`config.mk`:
```
export PLATFORM = sky130hd
export DESIGN_NAME = phase_search_ctl
export DESIGN_NICKNAME = d
export VERILOG_FILES = /design/src/rtl/phase_search_ctl.sv
export SDC_FILE = /design/constraint.sdc
export NUM_CORES = 1
export LEC_CHECK = 0
export ABC_AREA = 1
export CAP_MARGIN = 10
export CORE_MARGIN = 2
export CORE_UTILIZATION = 50
export DETAILED_ROUTE_END_ITERATION = 16
export GPL_TIMING_DRIVEN = 0
export PLACE_DENSITY = 0.75
export SYNTH_ARGS = -nofsm -noshare
export SYNTH_HDL_FRONTEND = slang
export SYNTH_SLANG_ARGS = --single-unit
```
`constraint.sdc`:
```
create_clock -name clk -period 1.6 [get_ports clk]
set_input_delay 0.48 -clock clk [delete_from_list [all_inputs] [get_ports clk]]
set_output_delay 0.48 -clock clk [all_outputs]
set_load 0.02 [all_outputs]
```
`src/rtl/phase_search_ctl.sv`:
```
// Phase-search sequencer for the I/Q magnitude demodulator: coarse NCO phase sweep, pick the best
// averaged magnitude, park and report lock/fail. Define PHASE_TRACK_EN for early/late tracking in LOCK.
module phase_search_ctl #(
    parameter int          PHASE_STEP = 16'h1000,
    parameter int          SETTLE_CNT = 1,
    parameter int          ACC_LOG2   = 2,
    parameter logic [7:0]  LOCK_THR   = 8'd16
) (
    input  logic        clk,
    input  logic        rst_n,
    input  logic        start_i,
    input  logic [7:0]  demod_value_i,
    input  logic        demod_rdy_i,
    output logic [15:0] phase_o,
    output logic        demod_rst_o,
    output logic        busy_o,
    output logic        done_o,
    output logic        locked_o,
    output logic        fail_o,
    output logic [15:0] best_phase_o,
    output logic [7:0]  best_avg_o
);
    localparam int          AW       = 8 + ACC_LOG2;
    localparam int          NSTEPS   = 65536 / PHASE_STEP;
    localparam logic [16:0] STEP_LST = 17'(NSTEPS - 1);
    localparam logic [4:0]  SMP_LST  = 5'((1 << ACC_LOG2) - 1);
    localparam logic [15:0] PSTEP    = 16'(PHASE_STEP);
    localparam logic [15:0] QSTEP    = PSTEP >> 2;

    typedef enum logic [2:0] {
        IDLE, APPLY, SETTLE, MEASURE, COMPARE, STEP, FINISH, LOCK
    } state_e;

    state_e        state_q, state_d;
    logic [15:0]   phase_q, phase_d, best_phase_q, best_phase_d;
    logic [7:0]    best_avg_q, best_avg_d;
    logic          busy_q, busy_d, locked_q, locked_d, fail_q, fail_d;
    logic [16:0]   step_q, step_d;
    logic [3:0]    settle_q, settle_d;
    logic [4:0]    smp_q, smp_d;
    logic [AW-1:0] acc_q, acc_d;
    logic [7:0]    avg;
`ifdef PHASE_TRACK_EN
    logic          trk_q, trk_d;
    logic [1:0]    idx_q, idx_d;
    logic [7:0]    e_avg_q, e_avg_d, l_avg_q, l_avg_d;
    logic [7:0]    w_avg;
    logic [15:0]   w_phase;
`endif

    assign avg = acc_q[ACC_LOG2+7:ACC_LOG2];

    always_ff @(posedge clk or negedge rst_n) begin
        if (!rst_n) begin
            state_q      <= IDLE;
            phase_q      <= '0;
            best_phase_q <= '0;
            best_avg_q   <= '0;
            busy_q       <= 1'b0;
            locked_q     <= 1'b0;
            fail_q       <= 1'b0;
            step_q       <= '0;
            settle_q     <= '0;
            smp_q        <= '0;
            acc_q        <= '0;
`ifdef PHASE_TRACK_EN
            trk_q        <= 1'b0;
            idx_q        <= '0;
            e_avg_q      <= '0;
            l_avg_q      <= '0;
`endif
        end else begin
            state_q      <= state_d;
            phase_q      <= phase_d;
            best_phase_q <= best_phase_d;
            best_avg_q   <= best_avg_d;
            busy_q       <= busy_d;
            locked_q     <= locked_d;
            fail_q       <= fail_d;
            step_q       <= step_d;
            settle_q     <= settle_d;
            smp_q        <= smp_d;
            acc_q        <= acc_d;
`ifdef PHASE_TRACK_EN
            trk_q        <= trk_d;
            idx_q        <= idx_d;
            e_avg_q      <= e_avg_d;
            l_avg_q      <= l_avg_d;
`endif
        end
    end

    always_comb begin
        state_d      = state_q;
        phase_d      = phase_q;
        best_phase_d = best_phase_q;
        best_avg_d   = best_avg_q;
        busy_d       = busy_q;
        locked_d     = locked_q;
        fail_d       = fail_q;
        step_d       = step_q;
        settle_d     = settle_q;
        smp_d        = smp_q;
        acc_d        = acc_q;
`ifdef PHASE_TRACK_EN
        trk_d        = trk_q;
        idx_d        = idx_q;
        e_avg_d      = e_avg_q;
        l_avg_d      = l_avg_q;
        w_avg        = avg;
        w_phase      = best_phase_q;
`endif
        case (state_q)
            APPLY: begin
                settle_d = 4'(SETTLE_CNT);
                state_d  = SETTLE;
            end
            SETTLE: begin
                // Exit on the strobe that takes the count to zero so no sample is lost.
                if (settle_q == 4'd0 || (demod_rdy_i && settle_q == 4'd1)) begin
                    acc_d   = '0;
                    smp_d   = '0;
                    state_d = MEASURE;
                end else if (demod_rdy_i) begin
                    settle_d = settle_q - 4'd1;
                end
            end
            MEASURE: begin
                if (demod_rdy_i) begin
                    acc_d = acc_q + AW'(demod_value_i);
                    smp_d = smp_q + 5'd1;
                    if (smp_q == SMP_LST) state_d = COMPARE;
                end
            end
            COMPARE: begin
`ifdef PHASE_TRACK_EN
                if (trk_q) begin
                    if (idx_q == 2'd0) begin
                        e_avg_d = avg;
                        idx_d   = 2'd1;
                        phase_d = best_phase_q + QSTEP;
                        state_d = APPLY;
                    end else if (idx_q == 2'd1) begin
                        l_avg_d = avg;
                        idx_d   = 2'd2;
                        phase_d = best_phase_q;
                        state_d = APPLY;
                    end else begin
                        // Strict wins only; any tie leaves the centre in place.
                        if (e_avg_q > l_avg_q && e_avg_q > avg) begin
                            w_avg   = e_avg_q;
                            w_phase = best_phase_q - QSTEP;
                        end else if (l_avg_q > e_avg_q && l_avg_q > avg) begin
                            w_avg   = l_avg_q;
                            w_phase = best_phase_q + QSTEP;
                        end
                        trk_d        = 1'b0;
                        best_avg_d   = w_avg;
                        best_phase_d = w_phase;
                        phase_d      = w_phase;
                        if (w_avg < LOCK_THR) begin
                            locked_d = 1'b0;
                            fail_d   = 1'b1;
                            state_d  = IDLE;
                        end else begin
                            state_d  = LOCK;
                        end
                    end
                end else
`endif
                begin
                    if (avg > best_avg_q) begin
                        best_avg_d   = avg;
                        best_phase_d = phase_q;
                    end
                    // Winner goes on the output now so the FINISH restart uses it.
                    if (step_q == STEP_LST) begin
                        phase_d = best_phase_d;
                        state_d = FINISH;
                    end else begin
                        state_d = STEP;
                    end
                end
            end
            STEP: begin
                phase_d = phase_q + PSTEP;
                step_d  = step_q + 17'd1;
                state_d = APPLY;
            end
            FINISH: begin
                busy_d = 1'b0;
                if (best_avg_q >= LOCK_THR) begin
                    locked_d = 1'b1;
                    state_d  = LOCK;
                end else begin
                    fail_d   = 1'b1;
                    state_d  = IDLE;
                end
            end
            LOCK: begin
`ifdef PHASE_TRACK_EN
                trk_d   = 1'b1;
                idx_d   = 2'd0;
                phase_d = best_phase_q - QSTEP;
                state_d = APPLY;
`endif
            end
            default: ;
        endcase

`ifdef PHASE_TRACK_EN
        if (start_i && (state_q == IDLE || state_q == LOCK || trk_q)) begin
            trk_d = 1'b0;
`else
        if (start_i && (state_q == IDLE || state_q == LOCK)) begin
`endif
            phase_d      = '0;
            best_avg_d   = '0;
            best_phase_d = '0;
            locked_d     = 1'b0;
            fail_d       = 1'b0;
            busy_d       = 1'b1;
            step_d       = '0;
            state_d      = APPLY;
        end
    end

    assign phase_o      = phase_q;
    assign demod_rst_o  = (state_q == APPLY) || (state_q == FINISH);
    assign done_o       = (state_q == FINISH);
    assign busy_o       = busy_q;
    assign locked_o     = locked_q;
    assign fail_o       = fail_q;
    assign best_phase_o = best_phase_q;
    assign best_avg_o   = best_avg_q;
endmodule

```
# After elaboration in Yosys (flattened, before gate mapping)
# Index checks and enable logic that the tools add are counted.
# classes
n_mux	35
order_cmp	2
addsub	5
n_eq_ne	19
n_reduce_logical	23
# op_table
cell	n
16-bit 2-to-1 mux	5
17-bit 2-to-1 mux	2
16-bit one-hot mux with 2 select lines	1
8-bit 2-to-1 mux	3
10-bit 2-to-1 mux	2
10-bit one-hot mux with 2 select lines	1
3-bit one-hot mux with 6 select lines	1
17-bit by 1-bit adder with 17-bit output, second input constant	1
17-bit by 4-bit == test with 1-bit output, second input constant	1
16-bit by 13-bit adder with 16-bit output, second input constant	1
3-bit 2-to-1 mux	5
2-bit nonzero test	7
3-bit == test, second input constant	4
3-bit != test, second input constant	4
10-bit by 8-bit adder with 10-bit output	1
5-bit 2-to-1 mux	2
5-bit one-hot mux with 2 select lines	1
8-bit by 5-bit >= comparator with 1-bit output, second input constant	1
8-bit greater-than comparator	1
1-bit 2-to-1 mux	8
4-bit 2-to-1 mux	2
2-bit != test, second input constant	4
4-bit one-hot mux with 2 select lines	1
2-bit AND reduction	4
16 further kinds	21
# word_totals
input_bits	12
reg_bits	82
elab_cells	95

# Longest topological paths before layout
# depth
ltp_word	6
mapped_depth	14
ltp_nobuf	14

# Worst setup path before layout
# Ideal clock, no wire load.
# synth_path
kind	register -> register
from	reg best_avg_q[7], in the netlist best_avg_o[7]
to	reg best_phase_q[5], in the netlist best_phase_o[5]
path_stages_with_launch	11
setup_time_ns	0.126
arrival_time_ns	1.779
synth_period_minus_slack_ns	1.906
path_slack_ns	-0.306
n_path_buf	1
cell_sequence	dfrtp_1 > inv_1 > ha_1 > nand2_1 > nor2_1 > nand2_1 > nand2_2 > buf_2 > nand3_1 > nand4_1 > o21ai_0
# synth_via
elab_chain_cells	4
# synth_rtl
item	line	text
from (decl)	36	logic [7:0] best_avg_q, best_avg_d;
from (signal assigned)	76	best_avg_q <= best_avg_d;
8-bit greater-than comparator	172	if (avg > best_avg_q) begin
16-bit 2-to-1 mux	172	
16-bit 2-to-1 mux	113	case (state_q)
16-bit 2-to-1 mux	215	if (start_i && (state_q == IDLE || state_q == LOCK)) begin
to (signal assigned)	75	best_phase_q <= best_phase_d;
to (decl)	35	logic [15:0] phase_q, phase_d, best_phase_q, best_phase_d;
# No other way between the ends. The select of a mux whose other input is x is not followed.
# A chain may end at the register's enable or synchronous reset.

# Final worst setup path
# layout_path
from	reg acc_q[9]
to	reg best_phase_q[13], in the netlist best_phase_o[13]
# layout_via
elab_chain_cells	4
# layout_rtl
item	line	text
from (decl)	41	logic [AW-1:0] acc_q, acc_d;
from (signal assigned)	65	acc_q <= '0;
from (signal assigned)	83	acc_q <= acc_d;
8-bit greater-than comparator	172	
16-bit 2-to-1 mux	172	
16-bit 2-to-1 mux	113	
16-bit 2-to-1 mux	215	
# No other way between the ends. The select of a mux whose other input is x is not followed.

==> metrics.txt <==
hold crit path type reg2reg; Ports 57; combinational family with the most area after synthesis simple AND/OR/NAND/NOR gates; most common cell after layout, fill and taps aside nand2_1; GP Congestion 0.905; Final ANT Viol Nets 0; core area 0.00959 mm2; post-place setup slack -0.692 ns; Die Span Y 103 um; Mapped Nets 643; Pwr Total 15.8 mW; Die X 103 um; max-slew violations 0; clock latency on the worst-skew pair 0.38 ns; RSZ-0062 raised after global routing yes; Worst EP required 1.87 ns; grt total ovfl 0; worst setup margin -0.250 ns; H-Tree Depth 3; maximum clock insertion buffer count 2; drt drc 0; Detailed Routing Iterations Pass 1 6; synth warn 0; compound-gate portion of the synthesized area 12.1%; layout cells sized above 1 39.5%; post-synthesis sequential area ratio 42.1%; most frequent cells in the layout nand2_1, inv_1, dfrtp_1; Initial DRC Count 268; clk sinks 82; Final Cycle Share 116%; vias in the first global route 4595; Syn Inst Count 608; initial antenna violation count 0; status finished, violations left; worst clock skew 0.0176 ns; leakage 3.41 nW; diode count 0; multiplexer share of the synthesized area 0.206%; pin count of the biggest net entering global routing 69; Initial Util 50.8%; Mean Syn Cell Area 8.01 um2; number of synthesized register bits 82; clk root buf clkbuf_8; pwr/cell area 2220 mW/mm2; minimum clock period 1.85 ns; CTS tree yes; maxcap violations 0; first-pass GRT wire length 21400 um; via/cell ratio 5.62; Setup CP Type reg2reg; vias 4926; All-Layer GR Usage 25.6%; final hold violations 0; CP max FO 5; adder-cell share of the synthesized area 6.06%; row count 36; placed cell count 798; Detailed Place HPWL 8260 um; final setup fails 51; relative slew slack 72.3%; PortBufs 56; Post-Synth XOR/XNOR Area 1.44%; worst vdd ir 1410 uV; Synth Area in Simple Gates 28.2%; routed wire length per instance 16.2 um; drt total wl 14200 um; DP Area 0.00578 mm2; failing checks negative setup slack; DIE AREA 0.0105 mm2; Syn Std Cell Area 0.00487 mm2; Final Non-Filler Cells 877; Peak Freq 541 MHz; final instance area 0.00714 mm2; nature of the critical path endpoint flip-flop; fin nets 774; endpoint arrival time on the critical path 2.12 ns; Yosys cell types 41; clock transition at the registers of the reported paths 0.10 ns; CTS buffer count 9; Setup crit start kind flip-flop; Area Overhead vs Synth 46.7%; Worst-Margin Slew 0.415 ns
[metrics by stage]
| step | util, % | setup TNS (ns) | hold WS (ns) |
|---|---|---|---|
| final | 74.5 | -7.71 | 0.492 |
| after global routing | 74.5 | -12.59 | 0.534 |
| after CTS | 68.5 | -6.86 | 0.495 |
| after detailed placement | 60.3 | -19.84 | 0.366 |
| after global placement | 60.0 | -260.09 | 0.471 |
| after floorplan | - | -1.96 | 0.184 |
[metal layers]
metal | vias up | routed length, um | GRT usage, %
met5 | - | 0 | 0
met4 | 0 | 227 | 7.79
met3 | 25 | 790 | 4.75
met2 | 194 | 7410 | 43.5
met1 | 2416 | 5750 | 33.3
li1 | 2291 | - | -
[what timing repair did]
item / 4_1_cts / 5_1_grt
gates cloned: 2 / 1
hold buffers: 1 / 0
gates resized for setup: 180 / 125
pin swaps: 61 / 26
endpoints found under the hold margin: 14 / 0
setup endpoints to repair: 107 / 105
buffers inserted: 30 / 31
[kinds of logic (layout without fill, tap and decap cells)]
logic type / Yosys count / count (layout)
XOR/XNOR: 8 / 8
multiplexers: 1 / 1
adder cells (fa/ha/maj): 23 / 23
buffers and inverters: 111 / 247
flip-flops: 82 / 82
AO/OA/AOI/OAI: 105 / 105
AND/OR/NAND/NOR: 278 / 278
[Yosys cell counts, drive strengths merged]
library cell	number	share of area, %
a22oi	1	0.15
o21ai	65	6.9
a22o	2	0.36
and2	4	0.51
clkbuf	1	0.077
mux2i	1	0.21
o22ai	4	0.51
dfrtp	82	42
xor2	5	0.90
or2	2	0.26
nor2	48	4.3
a21oi	24	2.5
nand2	122	10
fa	1	0.41
ha	22	5.7
a211oi	1	0.15
a31oi	2	0.57
nand4	30	4.2
xnor2	3	0.54
o31ai	2	0.31
a21o	3	0.46
inv	96	7.5
nand3	60	7.0
nor3	12	1.5
buf	14	2.3
a21boi	1	0.15
[area by class of cell]
type / count / area, um2
Buffer: 14 / 153
Sequential cell: 82 / 2070
Timing Repair Buffer: 121 / 1100
Clock buffer: 9 / 124
Fill cell: 668 / 2450
Tap cell: 133 / 166
Clock inverter: 7 / 70.1
Multi-Input combinational cell: 415 / 3100
Inverter: 96 / 370
[critical path, stage by stage, from the launching register on]
cell,delay (ns)
dfrtp_2,0.44
ha_4,0.28
nand2_4,0.06
nor2_4,0.15
nand4_4,0.17
buf_6,0.20
buf_8,0.14
nand3_2,0.07
and2_0,0.15
o21ai_1,0.08
[final timing paths]
kind                       cells after the start                           end  slack (ns)                  from
setup reg to reg                               9  best_phase_o[13]$_DFFE_PN0P_       -0.25  acc_q[9]$_DFFE_PN0P_
min in group asynchronous                      2     best_avg_o[2]$_DFFE_PN0P_        0.51                 rst_n
max in group asynchronous                      3       phase_o[12]$_DFFE_PN0P_        0.47                 rst_n
hold / removal                                 2            busy_o$_DFFE_PN0P_        0.49    busy_o$_DFFE_PN0P_
setup / recovery                               9  best_phase_o[13]$_DFFE_PN0P_       -0.25  acc_q[9]$_DFFE_PN0P_
hold reg to reg                                2            busy_o$_DFFE_PN0P_        0.49    busy_o$_DFFE_PN0P_
[registers in the layout, indices dropped and copies added, names as in the netlist]
name          count
locked_o          1
fail_o            1
step_q           17
best_avg_o        8
phase_o          16
settle_q          4
state_q           3
best_phase_o     16
acc_q            10
busy_o            1
smp_q             5
[power breakdown]
group	internal, mW	total (mW)	switching (mW)
clock network	0.607	1.53	0.925
logic	4.93	11.3	6.35
registers	2.63	3.03	0.404
Power figures use the tool's default switching activity.
